[src/rtl/hilo_muldiv_unit_pkg.sv]
// Op codes, FSM states and op-class helpers for the HI/LO multiply/divide unit.
// MULDIV_MADD_EN enables the MADD/MADDU/MSUB/MSUBU accumulate ops.
package muldiv_info;

    typedef enum logic [2:0] {
        MD_MULT, MD_MULTU, MD_DIV, MD_DIVU,
        MD_MADD, MD_MADDU, MD_MSUB, MD_MSUBU
    } md_op_t;

    typedef enum logic [1:0] {IDLE, RUN, FIN} md_state_t;

    function automatic logic is_div(md_op_t op);
        return op inside {MD_DIV, MD_DIVU};
    endfunction

    function automatic logic is_signed(md_op_t op);
        return op inside {MD_MULT, MD_DIV, MD_MADD, MD_MSUB};
    endfunction

    function automatic logic is_acc(md_op_t op);
        return op inside {MD_MADD, MD_MADDU, MD_MSUB, MD_MSUBU};
    endfunction

    function automatic logic is_sub(md_op_t op);
        return op inside {MD_MSUB, MD_MSUBU};
    endfunction

    function automatic logic is_legal(md_op_t op);
`ifdef MULDIV_MADD_EN
        return 1'b1;
`else
        return !is_acc(op);
`endif
    endfunction

endpackage

[src/rtl/hilo_muldiv_unit_step.sv]
// One combinational muldiv iteration: shift-add for multiply,
// restoring shift-subtract for divide.
module muldiv_step #(
    parameter int WIDTH = 32
) (
    input  logic [WIDTH-1:0] acc,
    input  logic [WIDTH-1:0] operand,
    input  logic             in_bit,
    input  logic             div,
    output logic [WIDTH:0]   res,
    output logic             take
);

    logic [WIDTH:0]   sum;
    logic [WIDTH:0]   shifted;
    logic [WIDTH+1:0] diff;

    always_comb begin
        sum     = {1'b0, acc} + {1'b0, operand};
        shifted = {acc, in_bit};
        diff    = {1'b0, shifted} - {2'b00, operand};
        if (div) begin
            take = ~diff[WIDTH+1];
            res  = take ? diff[WIDTH:0] : shifted;
        end else begin
            take = in_bit;
            res  = take ? sum : {1'b0, acc};
        end
    end

endmodule

[src/rtl/hilo_muldiv_unit.sv]
// Iterative HI/LO multiply/divide unit feeding the decode-stage HI/LO registers.
// MULDIV_MADD_EN enables the accumulate ops (see muldiv_info::is_legal).
module hilo_muldiv_unit
    import muldiv_info::*;
#(
    parameter int WIDTH = 32
) (
    input  logic             clk,
    input  logic             reset,
    input  logic             start,
    input  md_op_t           op,
    input  logic [WIDTH-1:0] rs_data,
    input  logic [WIDTH-1:0] rt_data,
    input  logic [WIDTH-1:0] hi_in,
    input  logic [WIDTH-1:0] lo_in,
    input  logic             flush,
    output logic             busy,
    output logic             done,
    output logic             write_hi,
    output logic             write_lo,
    output logic [WIDTH-1:0] dest_hi_data,
    output logic [WIDTH-1:0] dest_lo_data
);

    localparam int CW = $clog2(WIDTH + 1);
    localparam logic [CW-1:0] LAST = CW'(WIDTH);

    md_state_t        state, state_nx;
    logic [CW-1:0]    cnt;
    md_op_t           op_r;
    logic             neg_res, neg_rem;
    logic [WIDTH-1:0] hi_r, lo_r, opnd;
    logic [WIDTH-1:0] hi_l, lo_l;
    logic [WIDTH-1:0] fix_hi, fix_lo;
    logic [WIDTH-1:0] a_mag, b_mag;
    logic [WIDTH:0]   step_res;
    logic             step_take;
    logic             accept, sgn;

    assign sgn    = is_signed(op);
    assign accept = (state == IDLE) && start && !flush && is_legal(op);
    assign a_mag  = (sgn && rs_data[WIDTH-1]) ? -rs_data : rs_data;
    assign b_mag  = (sgn && rt_data[WIDTH-1]) ? -rt_data : rt_data;

    assign busy     = (state != IDLE);
    assign done     = (state == FIN) && !flush;
    assign write_hi = done;
    assign write_lo = done;

    muldiv_step #(.WIDTH(WIDTH)) u_step (
        .acc     (hi_r),
        .operand (opnd),
        .in_bit  (is_div(op_r) ? lo_r[WIDTH-1] : lo_r[0]),
        .div     (is_div(op_r)),
        .res     (step_res),
        .take    (step_take)
    );

    always_comb begin
        state_nx = state;
        unique case (state)
            IDLE:    if (accept) state_nx = RUN;
            RUN:     if (cnt == LAST) state_nx = FIN;
            FIN:     state_nx = IDLE;
            default: state_nx = IDLE;
        endcase
        if (flush) state_nx = IDLE;
    end

    // Fixup runs in its own cycle after the last iteration, off the step path.
    always_comb begin
        logic [2*WIDTH-1:0] prod;
        logic [2*WIDTH-1:0] acc2;
        prod = {hi_r, lo_r};
        if (neg_res) prod = -prod;
        acc2 = {hi_l, lo_l};
        if (is_acc(op_r))
            prod = is_sub(op_r) ? acc2 - prod : acc2 + prod;
        {fix_hi, fix_lo} = prod;
        if (is_div(op_r)) begin
            fix_hi = neg_rem ? -hi_r : hi_r;
            fix_lo = neg_res ? -lo_r : lo_r;
        end
    end

    always_ff @(posedge clk or posedge reset) begin
        if (reset) state <= IDLE;
        else       state <= state_nx;
    end

    always_ff @(posedge clk or posedge reset) begin
        if (reset) begin
            cnt          <= '0;
            op_r         <= MD_MULT;
            neg_res      <= 1'b0;
            neg_rem      <= 1'b0;
            hi_r         <= '0;
            lo_r         <= '0;
            opnd         <= '0;
            hi_l         <= '0;
            lo_l         <= '0;
            dest_hi_data <= '0;
            dest_lo_data <= '0;
        end else if (accept) begin
            cnt     <= '0;
            op_r    <= op;
            neg_res <= sgn && (rs_data[WIDTH-1] ^ rt_data[WIDTH-1]);
            neg_rem <= sgn && rs_data[WIDTH-1];
            hi_r    <= '0;
            hi_l    <= hi_in;
            lo_l    <= lo_in;
            lo_r    <= is_div(op) ? a_mag : b_mag;
            opnd    <= is_div(op) ? b_mag : a_mag;
        end else if (state == RUN && !flush) begin
            if (cnt != LAST) begin
                cnt <= cnt + CW'(1);
                if (is_div(op_r)) begin
                    hi_r <= step_res[WIDTH-1:0];
                    lo_r <= {lo_r[WIDTH-2:0], step_take};
                end else begin
                    hi_r <= step_res[WIDTH:1];
                    lo_r <= {step_res[0], lo_r[WIDTH-1:1]};
                end
            end else begin
                dest_hi_data <= fix_hi;
                dest_lo_data <= fix_lo;
            end
        end
    end

endmodule
[config.mk]
export PLATFORM = sky130hd
export DESIGN_NAME = hilo_muldiv_unit
export DESIGN_NICKNAME = d
export VERILOG_FILES = /design/src/rtl/hilo_muldiv_unit_pkg.sv /design/src/rtl/hilo_muldiv_unit_step.sv /design/src/rtl/hilo_muldiv_unit.sv
export SDC_FILE = /design/constraint.sdc
export NUM_CORES = 1
export LEC_CHECK = 0
export ABC_AREA = 1
export BUFFER_PORTS_ARGS = -buffer_cell sky130_fd_sc_hd__buf_2
export CAP_MARGIN = 15
export CORE_ASPECT_RATIO = 0.75
export CORE_MARGIN = 4
export CORE_UTILIZATION = 46
export CTS_CLUSTER_SIZE = 8
export DETAILED_ROUTE_END_ITERATION = 6
export GPL_ROUTABILITY_DRIVEN = 0
export SYNTH_ARGS = -nofsm -noshare
export SYNTH_HDL_FRONTEND = slang
export SYNTH_SLANG_ARGS = --single-unit
export TNS_END_PERCENT = 10
[constraint.sdc]
create_clock -name clk -period 8.8 [get_ports clk]
set_input_delay 0.88 -clock clk [delete_from_list [all_inputs] [get_ports clk]]
set_output_delay 0.88 -clock clk [all_outputs]
set_load 0.02 [all_outputs]
==> flow_metrics.env <==
export IMPL_p_leak_nw=13.8
export IMPL_cts_resized=0
export IMPL_dpl_hpwl_um=82300
export IMPL_comb_power_share_pct=67.6
export IMPL_slew_headroom_pct=26.1
export IMPL_postCtsSetupRepairBufs=0
export IMPL_power_density_nw_per_um2=334
export IMPL_nNetsFinal=4490
export IMPL_clkLatencyLatePin_ns=0.56
export IMPL_cpPeakStageDelay_ns=0.60
export IMPL_endpoint_kind="register"
export IMPL_busiest_layer="met1"
export IMPL_fillerInstances=5810
export IMPL_syn_avg_cell_area_sq_um=6.18
export IMPL_max_freq_ghz=0.155
export IMPL_instances_no_fill=4946
export IMPL_dieArea_sq_um=58800
export IMPL_worst_path_most_repeated_cell="nand2_1"
export IMPL_worstPathBufferInverterCount=6
export IMPL_required_ns=9.26
export IMPL_pwr_share_seq_pct=18.7
export IMPL_post_synth_top_count_cell="nand2_1"
export IMPL_core_sq_um=54400
export IMPL_setup_viol=0
export IMPL_cts_buffer_depth=3
export IMPL_cp_start_kind="register"
export IMPL_rr_worst_depth=36
export IMPL_hold_path_class="input port to asynchronous set/reset pin"
export IMPL_swShare_pct=56.8
export IMPL_synth_top_area_share_pct=23.4
export IMPL_holdWs_ns=0.451
export IMPL_dp_cells=4903
export IMPL_path_clk_slew_ns=0.05
export IMPL_multiInputGateArea_sq_um=17100
export IMPL_cp_max_fo=23
export IMPL_io_buffers=202
export IMPL_place_ws_ns=2.80
export IMPL_synth_edf_count=0
export IMPL_die_h_um=211
export IMPL_route_final_wire_length_um=103000
export IMPL_synth_main_ff_cell="dfrtp_1"
export IMPL_first_pass_iters=6
export IMPL_hold_buffers=0
export IMPL_cts_sinks=236
export IMPL_worst_slew_pin_slew_ns=1.11
export IMPL_drc=0
export IMPL_htree_levels=2
export IMPL_initial_utilization_pct=46.4
export IMPL_antenna_found_initial=4
export IMPL_reg2reg_slack_ns=2.35
export IMPL_die_x_um=279
export IMPL_clockRootBuffer="clkbuf_16"
export IMPL_ys_ff_latch=236
export IMPL_yosysSeqAreaShare_pct=23.4
export IMPL_ys_top_cells_by_area="dfrtp_1, nand2_1, nor2_1, o21ai_0, ha_1"
export IMPL_syn_cell_area_sq_um=25300
export IMPL_vias=28350
export IMPL_met1_usage_pct=49.7
export IMPL_cp_depth=36
export IMPL_use_met3_pct=12.3
export IMPL_pwr_share_clk_pct=13.7
export IMPL_rr_startpoint="lo_r[0]$_DFFE_PP0P_"
export IMPL_worstPathArrival_ns=6.91
export IMPL_critical_path_class="register to register"
export IMPL_post_drt_wl_per_cell_um=20.7
export IMPL_rows=74
export IMPL_period_share_pct=73.3
export IMPL_ant_nets=0
export IMPL_vdd_drop_max_uv=168
export IMPL_finClkSkew_ns=0.0269
export IMPL_finalHoldViolCount=0
export IMPL_critical_path_top_delay_family="simple AND/OR/NAND/NOR gates"
export IMPL_finalSetupTns_ns=0
export IMPL_power_internal_mw=4.01
export IMPL_rsz0062_at_grt="false"
export IMPL_synth_distinct_cells=54
export IMPL_use_met2_pct=46.9
export IMPL_syn_inst=4090
export IMPL_grt_max_degree=141
export IMPL_cts_tree="yes"
export IMPL_grt_total_usage_pct=33.9
export IMPL_synthTopCellsByCount="nand2_1, nor2_1, inv_1, o21ai_0, a21oi_1"
export IMPL_synth_largest_area_cell="dfrtp_1"
export IMPL_fin_crit_ns=6.45
export IMPL_cap_violations=0
export IMPL_grt_pass1_vias=25842
export IMPL_worst_slack_ns=2.35
export IMPL_p_sw_mw=5.28
export IMPL_fin_total_pwr_mw=9.29
export IMPL_io_pins=203
export IMPL_cts_buffers=35
export IMPL_crit_path_top_delay_cell="nor2_1"
export IMPL_yosysWarnings=0
export IMPL_ff_latch_area_sq_um=5910
export IMPL_slew_violations=0
export IMPL_drive_above_1_share_pct=9.61
export IMPL_grt_pass1_wl_um=156000
export IMPL_reg2reg_to="dest_hi_data[15]$_DFFE_PP0P_"
export IMPL_drt_iter0_drc=3134
export IMPL_synthArstFlopShare_pct=100
export IMPL_routed_via_density=5.73
export IMPL_globalRouteOverflowTotal=0
export IMPL_syn_num_nets=4362
export IMPL_status="finished clean"
export IMPL_area_growth_pct=10.2
layout by cell type (no fill, tap or decap), types with 37 or more instances in the layout:
cell type  count
xnor2_1       50
o21ai_0      382
a21oi_1      279
xor2_1       134
clkbuf_16     37
o211ai_1      49
nor2_1       525
ha_1         134
nand3_1      234
nor3_1        45
dfrtp_1      234
buf_2        202
nand2_1     1017
a31oi_1       68
inv_1        431
metrics by stage:
stage | area [sq um] | utilization (%)
2_1_floorplan | 25300 | -
3_3_place_gp | 26900 | 49.4
3_5_place_dp | 26900 | 49.4
4_1_cts | 27900 | 51.2
5_1_grt | 27900 | 51.2
6_report | 27900 | 51.2
power by group through the flow:
stage          Combinational [mW]  Sequential (mW)  Clock (mW)
2_1_floorplan                4.43             1.56           0
3_3_place_gp                 6.09             1.75           0
3_5_place_dp                 6.06             1.74           0
4_1_cts                      6.09             1.72        1.29
5_1_grt                      6.93             1.76        1.34
6_report                     6.28             1.74        1.28
logic make-up after synthesis:
family | Yosys count | synth area share (%)
AND/OR/NAND/NOR | 1981 | 33.0
AO/OA/AOI/OAI | 948 | 21.3
buffers and inverters | 604 | 9.13
flip-flops | 236 | 23.4
XOR/XNOR | 184 | 6.37
adder cells (fa/ha/maj) | 137 | 6.87
per-layer routing:
metal,share of wire (%),vias up
li1,-,13833
met1,46,12952
met2,39,1398
met3,13,161
met4,2.6,6
met5,0.095,-
sequential cells by signal, indices dropped and copies added, names as in the netlist:
| register | cells |
|---|---|
| op_r | 2 |
| neg_res | 1 |
| cnt | 6 |
| hi_l | 32 |
| dest_lo_data | 32 |
| lo_r | 32 |
| state | 2 |
| hi_r | 32 |
| neg_rem | 1 |
| opnd | 32 |
| dest_hi_data | 32 |
| lo_l | 32 |
how the worst max path moves through the flow:
stage	from	to	slack, ns
detailed placement	lo_r[0]$_DFFE_PP0P_	dest_hi_data[15]$_DFFE_PP0P_	2.80
finish	lo_r[0]$_DFFE_PP0P_	dest_hi_data[15]$_DFFE_PP0P_	2.35
global placement	lo_r[0]$_DFFE_PP0P_	dest_hi_data[15]$_DFFE_PP0P_	2.85
global route	lo_r[0]$_DFFE_PP0P_	dest_hi_data[15]$_DFFE_PP0P_	1.83
CTS	lo_r[0]$_DFFE_PP0P_	dest_hi_data[15]$_DFFE_PP0P_	2.76
floorplan	reset	cnt[0]$_DFFE_PP0P_	1.45
area by class of cell:
| type | instances | area share [%] |
|---|---|---|
| Multi-Input combinational cell | 3250 | 61.4 |
| Antenna cell | 1 | 0.00898 |
| Timing Repair Buffer | 231 | 4.46 |
| Tap cell | 722 | 3.24 |
| Clock buffer | 42 | 3.43 |
| Sequential cell | 236 | 21.2 |
| Inverter | 464 | 6.29 |
Note: power is estimated with default switching activity, not from simulation.
